## src/rtl/and_or_arbiter_pkg.sv

```systemverilog
// rtl/and_or_arbiter_pkg.sv - shared width default, FSM state and op encodings
package and_or_arbiter_pkg;

  localparam int AO_WIDTH = 4;

  typedef enum logic [1:0] {
    ST_IDLE = 2'd0,
    ST_EXEC = 2'd1,
    ST_RESP = 2'd2
  } state_t;

  localparam logic OP_AND = 1'b1;
  localparam logic OP_OR  = 1'b0;

endpackage

```

## src/rtl/and_or_arbiter_if.sv

```systemverilog
// rtl/and_or_arbiter_if.sv - two-requester operation/response bus
interface and_or_arbiter_if
  import and_or_arbiter_pkg::*;
#(
  parameter int WIDTH = AO_WIDTH
) ();

  logic             req0Valid, req1Valid;
  logic             req0Ready, req1Ready;
  logic [WIDTH-1:0] req0A, req0B, req1A, req1B;
  logic             req0Op, req1Op;
  logic             rsp0Valid, rsp1Valid;
  logic             rsp0Ready, rsp1Ready;
  logic [WIDTH-1:0] rspData;
  logic             rspIsAnd;
  logic             busy;
  logic             errFlag;

  modport master (
    output req0Valid, req1Valid, req0A, req0B, req1A, req1B, req0Op, req1Op,
    output rsp0Ready, rsp1Ready,
    input  req0Ready, req1Ready, rsp0Valid, rsp1Valid, rspData, rspIsAnd,
    input  busy, errFlag
  );

  modport slave (
    input  req0Valid, req1Valid, req0A, req0B, req1A, req1B, req0Op, req1Op,
    input  rsp0Ready, rsp1Ready,
    output req0Ready, req1Ready, rsp0Valid, rsp1Valid, rspData, rspIsAnd,
    output busy, errFlag
  );

endinterface

```

## src/rtl/and_or_arbiter_and_or.sv

```systemverilog
// rtl/and_or_arbiter_and_or.sv - shared AND/OR datapath
module and_or #(
  parameter int WIDTH = 4
) (
  input  logic [WIDTH-1:0] a,
  input  logic [WIDTH-1:0] b,
  input  logic             doAnd,
  input  logic             doOr,
  output logic [WIDTH-1:0] out,
  output logic             isAnd
);

  always_comb begin
    out = '0;
    if (doAnd) begin
      out = a & b;
    end else if (doOr) begin
      out = a | b;
    end
    isAnd = doAnd;
  end

endmodule

```

## src/rtl/and_or_arbiter.sv

```systemverilog
// rtl/and_or_arbiter.sv - round-robin arbiter sharing one and_or between two requesters
module and_or_arbiter
  import and_or_arbiter_pkg::*;
#(
  parameter int WIDTH = AO_WIDTH
) (
  input  logic          clk,
  input  logic          rst,
  and_or_arbiter_if.slave bus
);

  state_t           state_q, state_d;
  logic             prio_q, prio_d;
  logic [WIDTH-1:0] a_q, a_d, b_q, b_d;
  logic             op_q, op_d;
  logic             gnt_q, gnt_d;
  logic [WIDTH-1:0] rsp_data_q, rsp_data_d;
  logic             rsp_is_and_q, rsp_is_and_d;
  logic             err_q, err_d;

  logic             grant;
  logic             any_valid;
  logic             do_and, do_or;
  logic [WIDTH-1:0] ao_out;
  logic             ao_is_and;

  // With both requesters valid the priority pointer decides; otherwise the lone one wins.
  assign any_valid = bus.req0Valid | bus.req1Valid;
  assign grant     = (bus.req0Valid && bus.req1Valid) ? prio_q : bus.req1Valid;

  assign bus.req0Ready = !rst && (state_q == ST_IDLE) && any_valid && !grant;
  assign bus.req1Ready = !rst && (state_q == ST_IDLE) && any_valid &&  grant;
  assign bus.rsp0Valid = !rst && (state_q == ST_RESP) && !gnt_q;
  assign bus.rsp1Valid = !rst && (state_q == ST_RESP) &&  gnt_q;
  assign bus.busy      = !rst && (state_q != ST_IDLE);
  assign bus.rspData   = rsp_data_q;
  assign bus.rspIsAnd  = rsp_is_and_q;
  assign bus.errFlag   = err_q;

  always_comb begin
    state_d      = state_q;
    prio_d       = prio_q;
    a_d          = a_q;
    b_d          = b_q;
    op_d         = op_q;
    gnt_d        = gnt_q;
    rsp_data_d   = rsp_data_q;
    rsp_is_and_d = rsp_is_and_q;
    err_d        = err_q;
    do_and       = 1'b0;
    do_or        = 1'b0;

    case (state_q)
      ST_IDLE: begin
        if (bus.req0Ready || bus.req1Ready) begin
          a_d     = grant ? bus.req1A  : bus.req0A;
          b_d     = grant ? bus.req1B  : bus.req0B;
          op_d    = grant ? bus.req1Op : bus.req0Op;
          gnt_d   = grant;
          state_d = ST_EXEC;
        end
      end
      ST_EXEC: begin
        do_and       = (op_q == OP_AND);
        do_or        = (op_q == OP_OR);
        rsp_data_d   = ao_out;
        rsp_is_and_d = ao_is_and;
        if (ao_is_and != op_q) begin
          err_d = 1'b1;
        end
        state_d = ST_RESP;
      end
      ST_RESP: begin
        if ((!gnt_q && bus.rsp0Ready) || (gnt_q && bus.rsp1Ready)) begin
          prio_d  = ~gnt_q;
          state_d = ST_IDLE;
        end
      end
      default: state_d = ST_IDLE;
    endcase
  end

  always_ff @(posedge clk) begin
    if (rst) begin
      state_q      <= ST_IDLE;
      prio_q       <= 1'b0;
      a_q          <= '0;
      b_q          <= '0;
      op_q         <= 1'b0;
      gnt_q        <= 1'b0;
      rsp_data_q   <= '0;
      rsp_is_and_q <= 1'b0;
      err_q        <= 1'b0;
    end else begin
      state_q      <= state_d;
      prio_q       <= prio_d;
      a_q          <= a_d;
      b_q          <= b_d;
      op_q         <= op_d;
      gnt_q        <= gnt_d;
      rsp_data_q   <= rsp_data_d;
      rsp_is_and_q <= rsp_is_and_d;
      err_q        <= err_d;
    end
  end

  and_or #(.WIDTH(WIDTH)) u_and_or (
    .a     (a_q),
    .b     (b_q),
    .doAnd (do_and),
    .doOr  (do_or),
    .out   (ao_out),
    .isAnd (ao_is_and)
  );

endmodule
```

## src/flat_wrapper.sv

```systemverilog
// flat-port wrapper written by rule: the top's interface ports become plain ports
module and_or_arbiter_flat import and_or_arbiter_pkg::*;
#(
  parameter int WIDTH = AO_WIDTH
)
  (clk, rst, bus_req0Valid, bus_req1Valid, bus_req0A, bus_req0B, bus_req1A, bus_req1B, bus_req0Op, bus_req1Op, bus_rsp0Ready, bus_rsp1Ready, bus_req0Ready, bus_req1Ready, bus_rsp0Valid, bus_rsp1Valid, bus_rspData, bus_rspIsAnd, bus_busy, bus_errFlag);
  and_or_arbiter_if #(.WIDTH(WIDTH)) bus_i ();
  input  logic clk;
  input  logic rst;
  input wire logic [$bits(bus_i.req0Valid)-1:0] bus_req0Valid;
  input wire logic [$bits(bus_i.req1Valid)-1:0] bus_req1Valid;
  input wire logic [$bits(bus_i.req0A)-1:0] bus_req0A;
  input wire logic [$bits(bus_i.req0B)-1:0] bus_req0B;
  input wire logic [$bits(bus_i.req1A)-1:0] bus_req1A;
  input wire logic [$bits(bus_i.req1B)-1:0] bus_req1B;
  input wire logic [$bits(bus_i.req0Op)-1:0] bus_req0Op;
  input wire logic [$bits(bus_i.req1Op)-1:0] bus_req1Op;
  input wire logic [$bits(bus_i.rsp0Ready)-1:0] bus_rsp0Ready;
  input wire logic [$bits(bus_i.rsp1Ready)-1:0] bus_rsp1Ready;
  output wire logic [$bits(bus_i.req0Ready)-1:0] bus_req0Ready;
  output wire logic [$bits(bus_i.req1Ready)-1:0] bus_req1Ready;
  output wire logic [$bits(bus_i.rsp0Valid)-1:0] bus_rsp0Valid;
  output wire logic [$bits(bus_i.rsp1Valid)-1:0] bus_rsp1Valid;
  output wire logic [$bits(bus_i.rspData)-1:0] bus_rspData;
  output wire logic [$bits(bus_i.rspIsAnd)-1:0] bus_rspIsAnd;
  output wire logic [$bits(bus_i.busy)-1:0] bus_busy;
  output wire logic [$bits(bus_i.errFlag)-1:0] bus_errFlag;
  assign bus_i.req0Valid = bus_req0Valid;
  assign bus_i.req1Valid = bus_req1Valid;
  assign bus_i.req0A = bus_req0A;
  assign bus_i.req0B = bus_req0B;
  assign bus_i.req1A = bus_req1A;
  assign bus_i.req1B = bus_req1B;
  assign bus_i.req0Op = bus_req0Op;
  assign bus_i.req1Op = bus_req1Op;
  assign bus_i.rsp0Ready = bus_rsp0Ready;
  assign bus_i.rsp1Ready = bus_rsp1Ready;
  assign bus_req0Ready = bus_i.req0Ready;
  assign bus_req1Ready = bus_i.req1Ready;
  assign bus_rsp0Valid = bus_i.rsp0Valid;
  assign bus_rsp1Valid = bus_i.rsp1Valid;
  assign bus_rspData = bus_i.rspData;
  assign bus_rspIsAnd = bus_i.rspIsAnd;
  assign bus_busy = bus_i.busy;
  assign bus_errFlag = bus_i.errFlag;
  and_or_arbiter #(.WIDTH(WIDTH)) u_core (.clk(clk), .rst(rst), .bus(bus_i));
endmodule
```

## config.mk

```make
export PLATFORM = sky130hd
export DESIGN_NAME = and_or_arbiter_flat
export DESIGN_NICKNAME = d
export VERILOG_FILES = /design/src/rtl/and_or_arbiter_pkg.sv /design/src/rtl/and_or_arbiter_if.sv /design/src/rtl/and_or_arbiter_and_or.sv /design/src/rtl/and_or_arbiter.sv /design/src/flat_wrapper.sv
export SDC_FILE = /design/constraint.sdc
export NUM_CORES = 1
export LEC_CHECK = 0
export CAP_MARGIN = 20
export CORE_MARGIN = 3
export CORE_UTILIZATION = 40
export DETAILED_ROUTE_END_ITERATION = 8
export GPL_ROUTABILITY_DRIVEN = 0
export PLACE_DENSITY_LB_ADDON = 0.25
export SYNTH_ARGS = -nofsm -noshare
export SYNTH_HDL_FRONTEND = slang
export SYNTH_SLANG_ARGS = --single-unit
export TNS_END_PERCENT = 30
```

## constraint.sdc

```tcl
create_clock -name clk -period 1.3 [get_ports clk]
set_clock_uncertainty 0.15 [all_clocks]
set_input_delay 0.195 -clock clk [delete_from_list [all_inputs] [get_ports clk]]
set_output_delay 0.195 -clock clk [all_outputs]
set_load 0.005 [all_outputs]
```

# Word level (Yosys, flattened, before mapping)
# Index checks and enable logic that the tools add are counted.
# classes
n_mux	11
bitwise_logic	5
n_reduce_logical	22
n_eq_ne	5
# ops
operator	n
$mux 4	4
$logic_and 1x1->1	11
$reduce_and 2->1	4
$pmux 2 s3	1
$and 4x4->4	1
$mux 1	4
$mux 2	2
$ne 2x2->1 const B	2
$or 4x4->4	1
$logic_not 1->1	3
$eq 2x1->1 const B	1
$eq 2x2->1 const B	1
$logic_not 2->1	1
$logic_or 1x1->1	2
$not 1->1	2
$reduce_bool 2->1	1
$ne 1x1->1	1
$or 1x1->1	1
# totals
in_bits	24
elab_cells	52
register_bits	19

# Depth between registers and ports, before layout
# logic_depth
word_depth	7
depth_mapped	5
depth_no_buf	3

# Modules after synthesis
# Synthesis repeated with hierarchy kept, for this count alone.
# unflattened
hier_cells	126
hier_area_um2	1069.8
# modules_own_cells
mod	seq_area_each_um2	area_per_inst_um2	cells_per_inst	n_inst
and_or_arbiter	380.4	979.7	111	1
and_or	0.0	90.1	15	1

# Least setup slack after synthesis
# OpenSTA, ideal clock, no wires.
# synth_path
kind	input to output
start	input port bus_req1Valid
end	output port bus_req0Ready
slack_ns	-0.008
t_arrival_ns	0.963
required_time_ns	0.955
cell_stages	5
path_cell_list	or2_1 buf_6 and3_4 buf_6 o21a_1
# synth_via
elab_chain_cells	4
word_cells_on_any_way	6
classes_between	mux (1); bitwise (1); reduce/logical (4)
# synth_lines
item	line	source
start, declared	flat_wrapper.sv:11	input wire logic [$bits(bus_i.req1Valid)-1:0] bus_req1Valid;
$logic_and 1x1->1	and_or_arbiter.sv:29	assign grant = (bus.req0Valid && bus.req1Valid) ? prio_q : bus.req1Valid;
$mux 1	and_or_arbiter.sv:29	
$logic_not 1->1	and_or_arbiter.sv:31	assign bus.req0Ready = !rst && (state_q == ST_IDLE) && any_valid && !grant;
$logic_and 1x1->1 *	and_or_arbiter.sv:31	
end, declared	flat_wrapper.sv:20	output wire logic [$bits(bus_i.req0Ready)-1:0] bus_req0Ready;
# Mark *: on every way between the ends. The rest lies on a longest branch, timed or not.

# Final worst setup path
# layout_path
start	register u_core.state_q[0]
end	output port bus_req1Ready
# layout_via
elab_chain_cells	4
# layout_lines
item	line	source
start, declared	and_or_arbiter.sv:12	state_t state_q, state_d;
start signal, assigned	and_or_arbiter.sv:95	state_q <= state_d;
$logic_not 2->1	and_or_arbiter.sv:32	assign bus.req1Ready = !rst && (state_q == ST_IDLE) && any_valid && grant;
$logic_and 1x1->1 (3 in a row)	and_or_arbiter.sv:32	
end, declared	flat_wrapper.sv:21	output wire logic [$bits(bus_i.req1Ready)-1:0] bus_req1Ready;
# Every way passes these cells.

==> impl_metrics.json <==
{
  "synth_cell_types": 28,
  "fin_ws_ns": -0.326,
  "met1_usage_pct": 21.5,
  "grt_usage_pct": 17.8,
  "ant_nets": 0,
  "ir_worst_vdd_mv": 0.541,
  "async_flop_share_pct": 0,
  "final_common_cell": "clkdlybuf4s50_1",
  "period_minus_slack_ns": 1.63,
  "vias_per_cell": 5.86,
  "final_nets": 188,
  "path_class": "flop to output pin",
  "post-route-util_pct": 71.7,
  "grt_pass1_wl_mm": 4.50,
  "clock_latency_ns": 0.30,
  "outcome": "finished with violations",
  "setup_tns_ns": -1.98,
  "netlist_area_um2": 1000,
  "dr.first_iter.drc_count": 44,
  "arrival_ns": 1.28,
  "slew_headroom_pct": 80.4,
  "synth_fp_nets": 137,
  "wire_per_inst_um": 17.2,
  "hold_class": "flop to flop",
  "die_y_um": 56.1,
  "initial_utilization_pct": 43.6,
  "synthCells": 113,
  "grt.busiest_layer": "met2",
  "hpwl_mm": 1.96,
  "intPower_mw": 1.09,
  "coreArea_um2": 2300,
  "finalSetupViolations": 15,
  "p_per_area_nw_per_um2": 967,
  "maxSlewViolCount": 0,
  "violations": "setup timing",
  "pwr-share-comb_pct": 36.9,
  "worstPathCellList": "nor2_4 -> and3_4 -> nor3b_4 -> buf_2",
  "ys.warnings.count": 0,
  "num_vias": 1119,
  "grtUsageMet3_pct": 1.62,
  "use_met2_pct": 32.1,
  "rows": 17,
  "swShare_pct": 31.6,
  "cts_max_level": 1,
  "syn_to_final_growth_pct": 64.4,
  "drive_above_1_share_pct": 39.3,
  "pwr-share-seq_pct": 43.3,
  "chipWidth_um": 56.1,
  "cp-end-kind": "output pin",
  "io_buffers": 34,
  "cts_root_buf": "clkbuf_4",
  "dp.cells": 179,
  "cts.sinks": 19,
  "crit_buf_inv": 1,
  "grt_setup_unrepaired": "true",
  "p_clk_share_pct": 19.8,
  "p_switching_mw": 0.503,
  "final_cells": 191,
  "pin_count": 35,
  "period_share_pct": 125,
  "avgSynthCellArea_um2": 8.87,
  "clockBufferDepth": 2,
  "critPathSlowestCell": "dfxtp_2",
  "grt_max_degree": 20,
  "p_leak_nw": 0.651,
  "finalHoldViolations": 0,
  "layout_common_cells": "clkdlybuf4s50_1 (21), buf_4 (13), o21ai_1 (11), a21oi_1 (11)",
  "cts_tree": "yes",
  "max_freq_ghz": 0.615,
  "antenna_found_initial": 0,
  "dieArea_um2": 3140,
  "postCtsHoldBufs": 0,
  "worst_slew_pin_slew_ns": 0.292,
  "critPathRequiredTime_ns": 0.95,
  "synth.ff_latch_count": 19,
  "route.detailed.drc": 0,
  "synth_flop_cell": "dfxtp_1",
  "synth_edf_count": 0,
  "ys_seq_area_share_pct": 38.0,
  "cp_max_fo": 3,
  "crit_path_start_kind": "flop",
  "cpLargestDelayFamily": "simple AND/OR/NAND/NOR gates",
  "firstDrtPassIters": 4,
  "clk_pin_slew_worst_paths_ns": 0.12,
  "diodes": 0,
  "routed_wl_mm": 3.29,
  "gr-total-overflow": 0,
  "max_stage_delay_ns": 0.36,
  "cts_buffers": 3,
  "grt_pass1_vias": 1008,
  "maxCapViolations": 0
}
==> sequential cells by signal, indices dropped and copies added (netlist names) <==
name                 count
u_core.a_q               4
u_core.b_q               4
u_core.bus.rspData       4
u_core.state_q           2
u_core.bus.errFlag       1
u_core.bus.rspIsAnd      1
u_core.gnt_q             1
u_core.op_q              1
u_core.prio_q            1
==> per-layer routing <==
metal / vias up / share of wire (%)
met5: - / 0
met4: 0 / 1.0
met3: 4 / 6.9
met2: 47 / 52
met1: 540 / 40
li1: 528 / -
==> stage by stage <==
step / cell area (um^2) / total power [mW] / hold WS (ns) / worst slack [ns]
floorplan: 1000 / 0.930 / 0.228 / 0.00444
global placement: 1430 / 1.12 / 0.295 / -0.708
detailed placement: 1430 / 1.13 / 0.307 / -0.789
CTS: 1500 / 1.46 / 0.311 / -0.323
global route: 1650 / 1.66 / 0.346 / -0.419
finish: 1650 / 1.59 / 0.318 / -0.326
==> cell usage after synthesis (3+ instances only) <==
cell type / count / share of area (%)
dfxtp_1: 19 / 38
clkbuf_1: 4 / 1.5
buf_2: 3 / 1.5
nor2_1: 3 / 1.1
a21oi_1: 13 / 6.5
nand3b_1: 10 / 7.5
o21ai_1: 6 / 3.0
a311oi_2: 8 / 12
nor2b_1: 3 / 1.9
inv_1: 3 / 1.1
o21ai_0: 12 / 6.0
a31oi_1: 8 / 5.0
==> final timing paths <==
path                                          start                  end  slack, ns  depth (start not counted)
worst min-delay path            u_core.bus.rspIsAnd  u_core.bus.rspIsAnd       0.32                          2
worst max-delay path              u_core.state_q[0]        bus_req1Ready      -0.33                          4
worst min register to register  u_core.bus.rspIsAnd  u_core.bus.rspIsAnd       0.32                          2
worst max register to register    u_core.state_q[0]    u_core.state_q[1]      -0.09                          5
==> what timing repair did <==
action                     CTS  global route
setup buffers                3             2
gates resized for setup     46            25
gates cloned                 0             4
pin swaps                    4             9
setup endpoints to repair   22            21
==> kinds of logic (layout without fill, tap and decap cells) <==
logic type | count (synthesis) | after routing | share of synthesized area, %
buffers and inverters | 14 | 64 | 7.11
AO/OA/AOI/OAI | 52 | 52 | 36.5
flip-flops | 19 | 19 | 38.0
AND/OR/NAND/NOR | 28 | 28 | 18.5
==> cell type report <==
cell class | instances | area (um^2)
fillers | 176 | 649
multi-input cells | 80 | 618
repair buffers | 56 | 558
flip-flops and latches | 19 | 394
well taps | 28 | 35.0
clock buffers | 3 | 22.5
inverters | 4 | 15.0
clock inverters | 1 | 5.00
==> power groups by stage <==
stage / registers (mW) / logic (mW) / clock network (mW)
after CTS: 0.682 / 0.454 / 0.322
after floorplan: 0.685 / 0.244 / 0
after detailed placement: 0.688 / 0.441 / 0
final: 0.689 / 0.588 / 0.316
after global routing: 0.695 / 0.625 / 0.345
after global placement: 0.688 / 0.431 / 0
==> worst reg2reg max path: stages (launching register included) <==
cell      delay [ns]
dfxtp_2         0.36
buf_4           0.16
nand2b_4        0.15
buf_4           0.14
a211o_1         0.27
a21oi_2         0.11
Note: power is estimated with default switching activity, not from simulation.
